$ cat config.mk
export PLATFORM = sky130hd
export DESIGN_NAME = cell_plotter
export DESIGN_NICKNAME = d
export VERILOG_FILES = /design/src/rtl/cell_plotter.sv
export SDC_FILE = /design/constraint.sdc
export NUM_CORES = 1
export LEC_CHECK = 0
export CAP_MARGIN = 25
export CORE_MARGIN = 3
export CORE_UTILIZATION = 45
export DETAILED_ROUTE_END_ITERATION = 12
export GPL_TIMING_DRIVEN = 0
export PLACE_DENSITY = 0.63
export SLEW_MARGIN = 0
export SYNTH_ARGS = -nofsm -noshare
export SYNTH_HDL_FRONTEND = slang
export SYNTH_SLANG_ARGS = --single-unit
$ cat constraint.sdc
create_clock -name clock -period 7.25 [get_ports clock]
set_clock_uncertainty 0.15 [all_clocks]
set_input_delay 0.725 -clock clock [delete_from_list [all_inputs] [get_ports clock]]
set_output_delay 0.725 -clock clock [all_outputs]
set_load 0.05 [all_outputs]
$ cat src/rtl/cell_plotter.sv
// Cell plotter: queues cell updates and paints each cell as a square of
// pixels for a VGA adapter; a clear request blanks the whole grid first.

module cell_plotter #(
  parameter int GRID_W     = 4,
  parameter int GRID_H     = 4,
  parameter int CELL_SIZE  = 4,
  parameter int X_ORIGIN   = 0,
  parameter int Y_ORIGIN   = 0,
  parameter int FIFO_DEPTH = 8
) (
  input  logic       clock,
  input  logic       reset_n,
  input  logic       in_valid,
  output logic       in_ready,
  input  logic [7:0] in_x,
  input  logic [7:0] in_y,
  input  logic [2:0] in_colour,
  input  logic       clear_req,
  output logic       plot,
  output logic [7:0] out_x,
  output logic [7:0] out_y,
  output logic [2:0] out_colour,
  output logic       busy,
  output logic [7:0] dropped_count
);

  localparam int AW = (FIFO_DEPTH > 1) ? $clog2(FIFO_DEPTH) : 1;
  localparam int CW = AW + 1;
  localparam logic [CW-1:0] FULL = CW'(FIFO_DEPTH);

  localparam logic [7:0] GW8     = 8'(GRID_W);
  localparam logic [7:0] GH8     = 8'(GRID_H);
  localparam logic [7:0] CS8     = 8'(CELL_SIZE);
  localparam logic [7:0] CS_M1   = 8'(CELL_SIZE - 1);
  localparam logic [7:0] CLR_XM1 = 8'(GRID_W * CELL_SIZE - 1);
  localparam logic [7:0] CLR_YM1 = 8'(GRID_H * CELL_SIZE - 1);
  localparam logic [7:0] XO8     = 8'(X_ORIGIN);
  localparam logic [7:0] YO8     = 8'(Y_ORIGIN);

  if ((X_ORIGIN + GRID_W * CELL_SIZE > 160) ||
      (Y_ORIGIN + GRID_H * CELL_SIZE > 120)) begin : g_bad_geometry
    $error("cell_plotter: grid does not fit in 160x120");
  end

  if ((FIFO_DEPTH < 2) ||
      ((FIFO_DEPTH & (FIFO_DEPTH - 1)) != 0)) begin : g_bad_depth
    $error("cell_plotter: FIFO_DEPTH must be a power of 2");
  end

  typedef enum logic [1:0] {
    S_IDLE,
    S_PAINT,
    S_CLEAR
  } state_t;

  state_t r_state;

  logic [18:0]   r_mem [FIFO_DEPTH];
  logic [AW-1:0] r_wr;
  logic [AW-1:0] r_rd;
  logic [CW-1:0] r_count;

  logic       r_pending;
  logic [7:0] r_dropped;
  logic [7:0] r_base_x;
  logic [7:0] r_base_y;
  logic [2:0] r_colour;
  logic [7:0] r_px;
  logic [7:0] r_py;

  logic       r_plot;
  logic [7:0] r_out_x;
  logic [7:0] r_out_y;
  logic [2:0] r_out_colour;

  logic        w_push;
  logic        w_pop;
  logic        w_empty;
  logic [18:0] w_head;
  logic [7:0]  w_head_x;
  logic [7:0]  w_head_y;
  logic [2:0]  w_head_c;
  logic        w_in_range;
  logic [7:0]  w_base_x;
  logic [7:0]  w_base_y;
  logic        w_paint_last;
  logic        w_clear_last;

  assign w_empty  = (r_count == '0);
  assign in_ready = (r_count < FULL);
  assign w_push   = in_valid && in_ready && reset_n;
  assign w_pop    = (r_state == S_IDLE) && !r_pending && !w_empty;

  assign w_head = r_mem[r_rd];
  assign {w_head_x, w_head_y, w_head_c} = w_head;

  assign w_in_range = (w_head_x < GW8) && (w_head_y < GH8);
  assign w_base_x   = XO8 + w_head_x * CS8;
  assign w_base_y   = YO8 + w_head_y * CS8;

  assign w_paint_last = (r_px == CS_M1) && (r_py == CS_M1);
  assign w_clear_last = (r_px == CLR_XM1) && (r_py == CLR_YM1);

  always_ff @(posedge clock) begin
    if (w_push) begin
      r_mem[r_wr] <= {in_x, in_y, in_colour};
    end
  end

  always_ff @(posedge clock) begin
    if (!reset_n) begin
      r_wr    <= '0;
      r_rd    <= '0;
      r_count <= '0;
    end else begin
      if (w_push) begin
        r_wr <= r_wr + AW'(1);
      end
      if (w_pop) begin
        r_rd <= r_rd + AW'(1);
      end
      case ({w_push, w_pop})
        2'b10:   r_count <= r_count + CW'(1);
        2'b01:   r_count <= r_count - CW'(1);
        default: r_count <= r_count;
      endcase
    end
  end

  always_ff @(posedge clock) begin
    if (!reset_n) begin
      r_state      <= S_IDLE;
      r_pending    <= 1'b0;
      r_dropped    <= '0;
      r_base_x     <= '0;
      r_base_y     <= '0;
      r_colour     <= '0;
      r_px         <= '0;
      r_py         <= '0;
      r_plot       <= 1'b0;
      r_out_x      <= '0;
      r_out_y      <= '0;
      r_out_colour <= '0;
    end else begin
      r_plot <= 1'b0;
      unique case (r_state)
        S_IDLE: begin
          // A pending clear is serviced before any queued cell.
          if (r_pending) begin
            r_pending <= 1'b0;
            r_state   <= S_CLEAR;
            r_px      <= '0;
            r_py      <= '0;
          end else begin
            if (clear_req) begin
              r_pending <= 1'b1;
            end
            if (w_pop) begin
              r_base_x <= w_base_x;
              r_base_y <= w_base_y;
              r_colour <= w_head_c;
              r_px     <= '0;
              r_py     <= '0;
              if (w_in_range) begin
                r_state <= S_PAINT;
              end else if (r_dropped != 8'hFF) begin
                r_dropped <= r_dropped + 8'd1;
              end
            end
          end
        end
        S_PAINT: begin
          if (clear_req) begin
            r_pending <= 1'b1;
          end
          r_plot       <= 1'b1;
          r_out_x      <= r_base_x + r_px;
          r_out_y      <= r_base_y + r_py;
          r_out_colour <= r_colour;
          if (r_px == CS_M1) begin
            r_px <= '0;
            r_py <= r_py + 8'd1;
          end else begin
            r_px <= r_px + 8'd1;
          end
          if (w_paint_last) begin
            r_state <= S_IDLE;
          end
        end
        S_CLEAR: begin
          r_plot       <= 1'b1;
          r_out_x      <= XO8 + r_px;
          r_out_y      <= YO8 + r_py;
          r_out_colour <= 3'b000;
          if (r_px == CLR_XM1) begin
            r_px <= '0;
            r_py <= r_py + 8'd1;
          end else begin
            r_px <= r_px + 8'd1;
          end
          if (w_clear_last) begin
            r_state <= S_IDLE;
          end
        end
        default: begin
          r_state <= S_IDLE;
        end
      endcase
    end
  end

  assign plot          = r_plot;
  assign out_x         = r_out_x;
  assign out_y         = r_out_y;
  assign out_colour    = r_out_colour;
  assign dropped_count = r_dropped;
  assign busy = (r_state != S_IDLE) || !w_empty || r_pending;

endmodule

==> reports/qor.csv, run 1 <==
metric,value,unit
outcome,completed,
proportion of synthesized flip-flops having asynchronous set or reset,0,%
"Seq/Total Area, Yosys",65.2,%
Fin. Hold Viols,0,
Setup TNS,0,ps
number of warnings reported in the yosys synthesis log,0,
setup repair after global routing missed its margin,false,
final instance area,11000,um2
arrival time at the worst endpoint,3860,ps
flop and latch count out of synthesis,227,
buffer depth of the longest clock path,3,
Port Buffer Count,52,
"commonest non-fill, non-tap cells in the layout","152 x sky130_fd_sc_hd__edfxtp_1, 75 x sky130_fd_sc_hd__dfxtp_1, 63 x sky130_fd_sc_hd__nor2_1",
min cycle time layout,3570,ps
beginning of the worst hold path,out_colour[0]$_SDFFE_PN0P_,
count of buffers added by post-CTS timing repair for setup,0,
final antenna-violating net count,0,
Pwr Total,3.61,mW
area of the mapped netlist,9300,um2
average instance area after synthesis,14.2,um2
global placement routability congestion,0.837,
category of the worst setup path capture point,flip-flop,
area used by sequential logic in the layout,6070,um2
Die Footprint,22400,um2
TritonCTS buffer count,24,
core box area,19800,um2
count of routing violations after the opening detailed-route iteration,338,
Syn Nets,701,
number of filler instances in the final layout,1609,
startpoint of the worst-slack reg-to-reg timing path,r_state[0]$_SDFFE_PN0P_,
Static Leakage,3.70,nW
total grt overflow,0,
count of pins over their slew limit,0,
number of nets at the end of the flow,790,
worst slew slack as a fraction of its limit,50.1,%
detailed-routing iteration count for the pre-antenna-repair pass,5,
fraction of synthesized cell area taken by the top area cell type,49.1,%
average via count per standard cell,5.44,
number of rows in the core area,51,
layout cell share with drive strength beyond 1,12.4,%
Min-Delay Path Class,reg -> reg,
count of hold-fix buffers inserted at cts,0,
number of placed I/O pins,53,
Critical path origin,r_state[0]$_SDFFE_PN0P_,
maximum number of pins on one net before global-route repair,16,
pre-CTS WS,3700,ps
most common flop cell mapped by yosys,sky130_fd_sc_hd__edfxtp_1,
number of global-route vias before repair,5643,
PnR worst setup slack,3680,ps
Crit path top cell by count,sky130_fd_sc_hd__ha_1,
total number of vias,5578,
count of distinct cell types in the synthesized netlist,47,
Peak Freq,280,MHz
maximum resistive drop on vdd,0.000235,V
share of the clock period used by the worst path,49.2,%
# Max-Cap Violations,0,
cell-by-cell trace of the critical path,inv_1 > ha_1 > nand2_1 > nor2_1 > clkbuf_1 > ha_1 > ha_1 > a21o_1 > a21oi_1 > xnor2_1 > or3_1 > a21oi_1,
measured slew at the worst slew-check pin,747,ps
half-perimeter wire length after detailed placement,13500,um
number of standard cells after synthesis,653,
antenna violations before repair,0,
worst skew pair latency,510,ps
multi-input gate area in the final layout,3050,um2
Initial Util,46.8,%
most frequent standard cell in the layout excluding fill and tap cells,sky130_fd_sc_hd__edfxtp_1,
post-route DRC violation count,0,
level count of the clock H-tree,1,
largest incremental delay on the critical path,570,ps
cell types with the largest area share after synthesis,"sky130_fd_sc_hd__edfxtp_1 49%, sky130_fd_sc_hd__dfxtp_1 16%, sky130_fd_sc_hd__mux4_2 7.5%, sky130_fd_sc_hd__mux2i_1 3.2%, sky130_fd_sc_hd__ha_1 3.0%",
maximum net fanout on the critical path,10,
detailed-route wire length per cell,19.0,um
category of the worst setup path launch point,flip-flop,
Die W,150,um
setup violation total in the final timing report,0,
standard cell area after detailed placement,10300,um2
required time worst endpoint,7540,ps
clk sinks,227,
Slowest cell on crit path,sky130_fd_sc_hd__nor2_1,
area delta synth->final,18.4,%
number of gates resized after CTS,0,
TritonCTS clock tree,built,
global-route wire length before repair,30800,um
master cell of the clock root buffer,sky130_fd_sc_hd__clkbuf_16,
Die Y-Extent,150,um
"EDFF count, synth",152,
"Worst Path Class, Setup",reg -> reg,
power density of the placed cells,328,nW/um2
most area-hungry cell type in the Yosys netlist,sky130_fd_sc_hd__edfxtp_1,
Antenna diodes,0,
clock-pin slew on the worst setup and hold paths,60,ps
gr usage total,17.6,%
hold slack final,325,ps
Total Wirelength,19400,um
cells by family (layout without fill, tap and decap cells):
group	count (synthesis)	in the layout	synth area share, %
AO/OA/AOI/OAI	95	95	6.80
XOR/XNOR	25	25	2.36
adder cells (fa/ha/maj)	25	25	3.61
buffers and inverters	48	155	2.21
flip-flops	227	227	65.2
multiplexers	63	63	11.0
AND/OR/NAND/NOR	170	170	8.80
stage by stage:
step	instances	util, %
2_1_floorplan	653	-
3_3_place_gp	970	51.1
3_5_place_dp	981	52.0
4_1_cts	1025	55.5
5_1_grt	1025	55.5
6_report	1025	55.5
where the power goes:
part	switching, mW	internal, mW	leakage [nW]
combinational	0.607	0.370	1.39
clock	0.471	0.615	0.332
sequential	0.0634	1.49	1.98
total	1.14	2.47	3.70
sequential cells by signal, indices dropped and copies added (netlist names), named ones only:
register       cells
out_x              8
out_y              8
dropped_count      8
r_count            4
out_colour         3
r_py               8
r_state            2
r_base_y           6
r_pending          1
plot               1
r_colour           3
r_wr               3
r_mem            152
r_rd               3
r_base_x           6
r_px               8
synthesized netlist by cell type, types with 15 or more instances:
cell type,count
sky130_fd_sc_hd__xnor2_1,15
sky130_fd_sc_hd__dfxtp_1,75
sky130_fd_sc_hd__a21oi_1,23
sky130_fd_sc_hd__clkbuf_1,18
sky130_fd_sc_hd__nor2_1,69
sky130_fd_sc_hd__a211oi_1,18
sky130_fd_sc_hd__o21ai_0,16
sky130_fd_sc_hd__ha_1,22
sky130_fd_sc_hd__inv_1,17
sky130_fd_sc_hd__edfxtp_1,152
sky130_fd_sc_hd__mux4_2,31
sky130_fd_sc_hd__mux2i_1,30
sky130_fd_sc_hd__nand2_1,30
critical path: cells and delay by family (launching register included):
| kind | cells | cell delay [ps] |
|---|---|---|
| XOR/XNOR | 1 | 100 |
| buffers and inverters | 2 | 540 |
| AO/OA/AOI/OAI | 3 | 510 |
| adder cells (fa/ha/maj) | 3 | 800 |
| flip-flops | 1 | 350 |
| AND/OR/NAND/NOR | 3 | 1040 |
per-layer routing:
layer | up-vias | wire, um | global-route usage (%)
met3 | 24 | 891 | 2.70
met2 | 123 | 9640 | 30.1
li1 | 2644 | - | -
met5 | - | 0 | 0
met1 | 2787 | 8590 | 24.1
met4 | 0 | 315 | 3.57
final timing paths:
| path | depth (start not counted) | to | slack, ps |
|---|---|---|---|
| hold / removal | 2 | out_colour[0]$_SDFFE_PN0P_ | 320 |
| setup reg to reg | 12 | r_count[3]$_SDFFE_PN0P_ | 3680 |
| hold reg to reg | 2 | out_colour[0]$_SDFFE_PN0P_ | 320 |
| setup / recovery | 12 | r_count[3]$_SDFFE_PN0P_ | 3680 |
final cells by class:
class | count | area share [%]
timing repair buffer | 63 | 6.04
clock buffer | 36 | 5.86
clock inverter | 8 | 0.409
inverter | 17 | 0.580
multi-input combinational | 378 | 27.7
tap | 265 | 3.01
buffer | 31 | 1.28
sequential | 227 | 55.1
(Power assumes the default switching activity.)
==> run 2, diff against run 1 <==
Settings changed: PLACE_DENSITY 0.63 to 0.65.
Clock period 7.25 ns to 3.1 ns, I/O delays scaled along.
==> reports/qor.csv, run 2 (same netlist as run 1, synthesis figures left out) <==
metric,value,unit,change
gr usage total,18.1,%,+0.48 points
multi-input gate area in the final layout,3060,um2,+0.45%
post-layout util,56.2,%,+0.72 points
"commonest non-fill, non-tap cells in the layout","152 x sky130_fd_sc_hd__edfxtp_1, 74 x sky130_fd_sc_hd__dfxtp_1, 62 x sky130_fd_sc_hd__nor2_1",,
required time worst endpoint,3390,ps,-4150 ps
global placement routability congestion,0.849,,+1.4%
number of instances in the placed design,981,,unchanged
fin cells,1027,,+0.20%
count of pins over their slew limit,0,,unchanged
min cycle time layout,2900,ps,-673 ps
final antenna-violating net count,0,,unchanged
TritonCTS clock tree,built,,
detailed-routing iteration count for the pre-antenna-repair pass,4,,-1
"Worst Path Class, Setup",reg -> reg,,
hold slack final,259,ps,-65.7 ps
antenna violations before repair,0,,unchanged
Die Y-Extent,150,um,unchanged
setup repair after global routing missed its margin,false,,
area used by sequential logic in the layout,6070,um2,about the same
Port Buffer Count,52,,unchanged
number of flip-flops in the largest register,152,,unchanged
# Max-Cap Violations,0,,unchanged
Die Footprint,22400,um2,unchanged
measured slew at the worst slew-check pin,718,ps,-28.6 ps
number of placed I/O pins,53,,unchanged
half-perimeter wire length after detailed placement,13700,um,+1.6%
final instance area,11200,um2,+1.3%
beginning of the worst hold path,clear_req,,
master cell of the clock root buffer,sky130_fd_sc_hd__clkbuf_16,,
pre-CTS WS,-446,ps,-4150 ps
Peak Freq,345,MHz,+23%
Antenna diodes,0,,unchanged
share of the clock period used by the worst path,93.4,%,+44 points
global-route wire length before repair,31400,um,+2.1%
Initial Util,46.8,%,unchanged
clk sinks,227,,unchanged
Critical path origin,r_state[0]$_SDFFE_PN0P_,,
Pwr Total,8.67,mW,+140%
Total Wirelength,19700,um,+1.5%
power density of the placed cells,778,nW/um2,+140%
Min-Delay Path Class,in -> reg,,
Fin. Hold Viols,0,,unchanged
number of filler instances in the final layout,1578,,-1.9%
area delta synth->final,19.9,%,
number of rows in the core area,51,,unchanged
worst slew slack as a fraction of its limit,52.1,%,+2.0 points
number of nets at the end of the flow,792,,+0.25%
standard cell area after detailed placement,10400,um2,+0.33%
worst skew pair latency,520,ps,about the same
arrival time at the worst endpoint,3190,ps,-670 ps
startpoint of the worst-slack reg-to-reg timing path,r_state[0]$_SDFFE_PN0P_,,
Setup TNS,0,ps,unchanged
TritonCTS buffer count,24,,unchanged
detailed-route wire length per cell,19.2,um,+1.3%
maximum number of pins on one net before global-route repair,15,,-1
number of global-route vias before repair,5824,,+3.2%
post-route DRC violation count,0,,unchanged
total number of vias,5619,,+0.74%
clock-pin slew on the worst setup and hold paths,60,ps,about the same
PnR worst setup slack,205,ps,-3480 ps
maximum resistive drop on vdd,0.000459,V,+95%
most frequent standard cell in the layout excluding fill and tap cells,sky130_fd_sc_hd__edfxtp_1,,
Static Leakage,3.78,nW,+2.2%
maximum net fanout on the critical path,10,,unchanged
Die W,150,um,unchanged
setup violation total in the final timing report,0,,unchanged
layout cell share with drive strength beyond 1,14.8,%,+2.5 points
count of routing violations after the opening detailed-route iteration,280,,-17%
Biggest register,r_mem,,
core box area,19800,um2,unchanged
level count of the clock H-tree,1,,unchanged
category of the worst setup path launch point,flip-flop,,
buffer depth of the longest clock path,3,,unchanged
outcome,completed,,
category of the worst setup path capture point,flip-flop,,
total grt overflow,0,,unchanged
average via count per standard cell,5.47,,+0.54%
==> run 2: timing repair <==
action	in CTS	in global routing
hold buffers	0	0
pin swaps	1	1
setup endpoints to repair	13	7
gates resized for setup	3	5
buffers inserted	2	1
==> run 2: area by class of cell <==
cell class,instances,share of cell area (%)
clock buffer,30,5.86
clock inverter,14,0.954
buffer,30,1.29
inverter,17,0.572
timing repair buffer,66,6.46
sequential,227,54.4
multi-input combinational,378,27.5
tap,265,2.97
==> run 2: worst paths after layout <==
path | endpoint | depth (start not counted) | slack (ps)
max reg2reg | r_count[3]$_SDFFE_PN0P_ | 12 | 200
min | r_pending$_SDFFE_PN0P_ | 3 | 260
min reg2reg | out_colour[1]$_SDFFE_PN0P_ | 2 | 330
max | r_count[3]$_SDFFE_PN0P_ | 12 | 200
==> run 2: per-layer routing <==
metal  vias to the layer above  share of wire [%]  global-route usage (%)
met4                         0                2.6                    5.26
met5                         -                  0                       0
met1                      2783                 42                    23.1
met2                       143                 50                    32.1
met3                        34                4.7                    2.70
li1                       2659                  -                       -
==> run 2: report_power, final <==
part / switching (mW) / total, mW / internal [mW]
registers: 0.154 / 3.63 / 3.48
logic: 1.44 / 2.33 / 0.898
clock network: 1.13 / 2.71 / 1.58
total: 2.72 / 8.67 / 5.95
==> run 2: worst max-delay path, cell delays in order (launching register included) <==
cell and delay, ps:
sky130_fd_sc_hd__dfxtp_1 350, sky130_fd_sc_hd__inv_1 100, sky130_fd_sc_hd__ha_1 250, sky130_fd_sc_hd__nand2_1 180, sky130_fd_sc_hd__nor2_4 200, sky130_fd_sc_hd__clkbuf_4 250, sky130_fd_sc_hd__ha_1 230, sky130_fd_sc_hd__ha_1 260
sky130_fd_sc_hd__a21o_1 180, sky130_fd_sc_hd__a21oi_1 160, sky130_fd_sc_hd__xnor2_1 90, sky130_fd_sc_hd__or3_1 300, sky130_fd_sc_hd__a21oi_1 130
==> run 3, diff against run 2 <==
Settings changed: CAP_MARGIN 25 to 10.
==> reports/qor.csv, run 3 (same netlist as run 1, synthesis figures left out) <==
metric,value,unit,change
hold slack final,261,ps,+1.40 ps
total number of vias,5635,,+0.28%
detailed-routing iteration count for the pre-antenna-repair pass,5,,+1
count of routing violations after the opening detailed-route iteration,334,,+19%
core box area,19800,um2,unchanged
cell-by-cell trace of the critical path,buf_2 > buf_6 > buf_2 > mux4_2 > mux2i_1 > nand4_1 > nor4_4 > buf_4 > buf_6 > a21oi_2 > a211oi_2,,
clk sinks,227,,unchanged
Die Footprint,22400,um2,unchanged
post-route DRC violation count,0,,unchanged
CP top delay family,buffers and inverters,,
fin cells,1025,,-0.19%
final antenna-violating net count,0,,unchanged
Die W,150,um,unchanged
number of instances in the placed design,981,,unchanged
required time worst endpoint,3380,ps,about the same
detailed-route wire length per cell,19.3,um,+0.36%
Peak Freq,338,MHz,-2.1%
multi-input gate area in the final layout,3060,um2,-0.12%
internal power summed over all cells,6.01,mW,+0.97%
Setup TNS,0,ps,unchanged
share of total power consumed by net switching,31.0,%,-0.39 points
Slowest cell on crit path,sky130_fd_sc_hd__mux4_2,,
beginning of the worst hold path,clear_req,,
average via count per standard cell,5.50,,+0.48%
buffers plus inverters on the worst setup path,5,,+3
Comb power frac,27.0,%,about the same
Antenna diodes,0,,unchanged
outcome,completed,,
number of global-route vias before repair,5838,,+0.24%
number of placed I/O pins,53,,unchanged
standard cell area after detailed placement,10400,um2,unchanged
share of the clock period used by the worst path,95.4,%,+2.0 points
category of the worst setup path launch point,flip-flop,,
layout cell share with drive strength beyond 1,14.2,%,-0.62 points
Initial Util,46.8,%,unchanged
number of flip-flops in the largest register,152,,unchanged
worst skew pair latency,520,ps,about the same
maximum net fanout on the critical path,10,,unchanged
number of rows in the core area,51,,unchanged
level count of the clock H-tree,1,,unchanged
master cell of the clock root buffer,sky130_fd_sc_hd__clkbuf_16,,
"commonest non-fill, non-tap cells in the layout","152 x sky130_fd_sc_hd__edfxtp_1, 74 x sky130_fd_sc_hd__dfxtp_1, 62 x sky130_fd_sc_hd__nor2_1",,
antenna violations before repair,0,,unchanged
number of filler instances in the final layout,1563,,-0.95%
most frequent standard cell in the layout excluding fill and tap cells,sky130_fd_sc_hd__edfxtp_1,,
number of nets at the end of the flow,792,,unchanged
TritonCTS clock tree,built,,
area delta synth->final,20.1,%,
half-perimeter wire length after detailed placement,13800,um,about the same
Min-Delay Path Class,in -> reg,,
global placement routability congestion,0.849,,unchanged
count of pins over their slew limit,0,,unchanged
pre-CTS WS,-449,ps,-2.84 ps
Die Y-Extent,150,um,unchanged
post-layout util,56.2,%,+0.057 points
"Worst Path Class, Setup",reg -> reg,,
Fin. Hold Viols,0,,unchanged
setup repair after global routing missed its margin,false,,
Port Buffer Count,52,,unchanged
arrival time at the worst endpoint,3240,ps,+50 ps
Pwr Total,8.71,mW,+0.40%
category of the worst setup path capture point,flip-flop,,
clock share of power,31.4,%,about the same
# Max-Cap Violations,0,,unchanged
buffer depth of the longest clock path,3,,unchanged
switching component of the power,2.70,mW,-0.86%
PnR worst setup slack,142,ps,-62.2 ps
proportion of power drawn by flip-flops and latches,41.6,%,-0.2 points
maximum resistive drop on vdd,0.000457,V,-0.42%
measured slew at the worst slew-check pin,742,ps,+23.4 ps
count of hold-fix buffers inserted at cts,0,,unchanged
maximum number of pins on one net before global-route repair,15,,unchanged
Biggest register,r_mem,,
min cycle time layout,2960,ps,+62.2 ps
Static Leakage,3.78,nW,about the same
setup violation total in the final timing report,0,,unchanged
global-route wire length before repair,31700,um,+0.88%
gr usage total,18.1,%,+0.028 points
Total Wirelength,19800,um,+0.16%
worst slew slack as a fraction of its limit,50.5,%,-1.6 points
area used by sequential logic in the layout,6070,um2,unchanged
largest incremental delay on the critical path,370,ps,+20 ps
final instance area,11200,um2,+0.10%
power density of the placed cells,780,nW/um2,+0.30%
total grt overflow,0,,unchanged
TritonCTS buffer count,23,,-4.2%
clock-pin slew on the worst setup and hold paths,60,ps,about the same
run 3: final timing paths:
kind | slack [ps] | end | cells past startpoint
worst max register to register | 140 | r_state[0]$_SDFFE_PN0P_ | 11
worst min-delay path | 260 | r_pending$_SDFFE_PN0P_ | 3
worst max-delay path | 140 | r_state[0]$_SDFFE_PN0P_ | 11
worst min register to register | 330 | out_colour[1]$_SDFFE_PN0P_ | 2
run 3: area by class of cell:
type | count | share of cell area [%]
inverters | 17 | 0.572
well taps | 265 | 2.97
clock inverters | 3 | 0.493
multi-input cells | 378 | 27.4
clock buffers | 38 | 6.29
plain buffers | 30 | 1.27
flip-flops and latches | 227 | 54.4
repair buffers | 67 | 6.64
run 3: power by group through the flow:
stage               combinational (mW)  sequential (mW)  clock [mW]
detailed placement                2.30             3.69           0
finish                            2.35             3.62        2.73
global placement                  2.21             3.67           0
global route                      2.57             3.65        2.92
CTS                               2.33             3.62        2.80
floorplan                         1.39             3.89           0
run 3: worst min-delay path: cells and delay by family:
| family | cells | cell delay, ps |
|---|---|---|
| buf+inv | 1 | 390 |
| compound gates | 2 | 160 |
run 3: metal layers:
| metal | routed length, um | GRT usage (%) | up-vias |
|---|---|---|---|
| li1 | - | - | 2647 |
| met1 | 8430 | 23.8 | 2824 |
| met2 | 10100 | 31.5 | 129 |
| met3 | 862 | 2.97 | 35 |
| met4 | 410 | 4.57 | 0 |
| met5 | 0 | 0 | - |
run 3: what timing repair did:
item | 4_1_cts | 5_1_grt
gates cloned | 0 | 0
buffers inserted | 0 | 4
pin swaps | 1 | 2
setup endpoints to repair | 13 | 8
gates resized for setup | 4 | 3
==> edit (settings of run 2) <==
Set the parameter `FIFO_DEPTH` to 4 (it was 8).
--- a/src/rtl/cell_plotter.sv
+++ b/src/rtl/cell_plotter.sv
@@ -7,7 +7,7 @@
   parameter int CELL_SIZE  = 4,
   parameter int X_ORIGIN   = 0,
   parameter int Y_ORIGIN   = 0,
-  parameter int FIFO_DEPTH = 8
+  parameter int FIFO_DEPTH = 4
 ) (
   input  logic       clock,
   input  logic       reset_n,
Formal check against the unedited RTL: not equivalent (Yosys sat finds a counterexample within 10 cycles, from zero or initial values and one cycle with reset_n low).
==> edit against run 2 <==
- sequential cell count down 80
- final area down 30%
- die area decreased by 29%
- worst setup slack improved by 0.056 ns
- largest cell class unchanged
- wire length fell by 34%
- synthesized area fell by 31%
- total power fell by 26%
- fmax up 2.0%
- highest routed layer unchanged
- core utilization fell by 0.22 points
- sequential share of layout area decreased by 6.9 points
==> edit: results <==
set metrics [dict create \
    pre_cts_worst_setup_slack_ns -0.366 \
    critical-path-top-delay-family "adder cells" \
    routed_wirelength_um 13000 \
    synth-edff-count 76 \
    timing.critical_path.slowest_cell_delay_ns 0.37 \
    dp_hpwl_um 9280 \
    worst_vdd_ir_v 0.000543 \
    buffer_ports.inserted 51 \
    htree_levels 4 \
    wl_met1_um 6020 \
    worstHoldPathType "in2reg" \
    synth-compound-area-share_pct 9.75 \
    die_w_um 126 \
    maximum_fanout_count_along_the_critical_path 17 \
    syn-num-nets 578 \
    synth.distinct_cells 57 \
    slowest_stage_cell_crit_path "fa_1" \
    via_count_of_the_routed_design 4184 \
    synth_mux_area_share_pct 8.85 \
    insertion_delay_ns 0.42 \
    antenna_found_initial 0 \
    largest_register_ff_count 76 \
    sequential_cell_area_fraction_in_the_yosys_report_pct 57.4 \
    pin_count_of_the_biggest_net_entering_global_routing 20 \
    dr.first_iter.drc_count 340 \
    antenna_cells_inserted 0 \
    postSynth.asyncResetShare_pct 0 \
    largest_register "r_mem" \
    measured_slew_at_the_worst_slew_check_pin_ns 0.966 \
    first_pass_iters 4 \
    yosys.area_share.xor_xnor_pct 2.44 \
    setup_violations 0 \
    gp_routability_congestion 0.876 \
    global_route_wire_length_before_repair_um 21600 \
    ys_top_cells_by_area "edfxtp_1 (35%), dfxtp_1 (22%), mux4_2 (5.6%)" \
    clockRootBuffer "clkbuf_16" \
    cellLeakagePower_nw 2.77 \
    dpl_cell_area_mm2 0.00719 \
    timing.critical_path.arrival_ns 3.04 \
    run_status "completed" \
    switching_share_pct 33.9 \
    adder_cell_share_of_the_synthesized_area_pct 5.19 \
    top_layer_used "met4" \
    met2_length_um 6250 \
    met3RoutedLength_um 496 \
    syn_inst 530 \
    synth_warnings 0 \
    drive_above_1_share_pct 10.1 \
    cts_buffers 17 \
    num-fill-cells 1178 \
    maximum_clock_path_buffer_count 2 \
    leading_cell_types_by_count_after_synthesis "edfxtp_1 (76), dfxtp_1 (71), nand2_1 (71), ha_1 (22), mux2i_1 (20)" \
    post_drt_via_cell_ratio 5.28 \
    grt_util_all_layers_pct 17.3 \
    post_cts.repair.setup_buffers 0 \
    cts.reportedPaths.clkPinSlew_ns 0.06 \
    place.detailed.instances 761 \
    finish.net_count 648 \
]
[edit: cell types whose count changed after synthesis, sizes merged, moves of 15 or more]
| cell | delta |
|---|---|
| nor2 | -53 |
| edfxtp | -76 |
| a211oi | -16 |
| mux4 | -15 |
| a21boi | +21 |
| nand2 | +41 |
[edit: worst register-to-register path: cells and delay by family (launching register included)]
kind            cells  cell delay [ns]
flops               1             0.34
buf+inv             4             0.55
compound gates      1             0.15
xor+xnor            1             0.16
fa+ha+maj           3             0.83
simple gates        3             0.60
[edit: path summary, 6_finish.rpt]
kind | start | to | slack (ns) | cells after the start
worst max-delay path | r_state[1] | r_count[2] | 0.26 | 12
worst min-delay path | reset_n | out_y[4] | 0.15 | 2
worst max register to register | r_state[1] | r_count[2] | 0.26 | 12
worst min register to register | r_base_x[2] | r_base_x[2] | 0.32 | 2
[edit: power groups by stage]
stage	Sequential [mW]	Combinational, mW	Clock (mW)
after floorplan	2.69	1.18	0
after global placement	2.52	1.88	0
after detailed placement	2.53	1.92	0
after CTS	2.49	1.93	2.00
after global routing	2.53	2.12	2.08
final	2.49	1.92	1.96
[edit: cells by family (layout without fill, tap and decap cells)]
group / count (synthesis) / in the layout
buffers and inverters: 38 / 121
flip-flops: 147 / 147
AND/OR/NAND/NOR: 176 / 176
XOR/XNOR: 18 / 18
multiplexers: 37 / 37
adder cells (fa/ha/maj): 25 / 25
AO/OA/AOI/OAI: 89 / 89
[edit: metal layers]
metal,vias to the layer above,track usage (%)
li1,2071,-
met1,2006,21.9
met2,90,28.9
met3,17,4.92
met4,0,5.49
met5,-,0
[edit: final cells by class]
class	count	share of cell area (%)
flip-flops and latches	147	47.5
multi-input cells	345	33.5
repair buffers	53	6.93
clock buffers	18	5.50
well taps	180	2.89
clock inverters	14	1.75
plain buffers	20	1.09
inverters	16	0.834
[edit: metrics by stage]
step           utilization, %  hold slack (ns)
2_1_floorplan               -            0.259
5_1_grt                  56.0            0.149
4_1_cts                  55.7            0.135
6_report                 56.0            0.154
3_5_place_dp             51.6            0.318
3_3_place_gp             51.6            0.313
[edit: repair_timing]
item / CTS / global route
endpoints found under the hold margin: 0 / 0
gates resized for setup: 3 / 3
endpoints found under the setup margin: 2 / 3
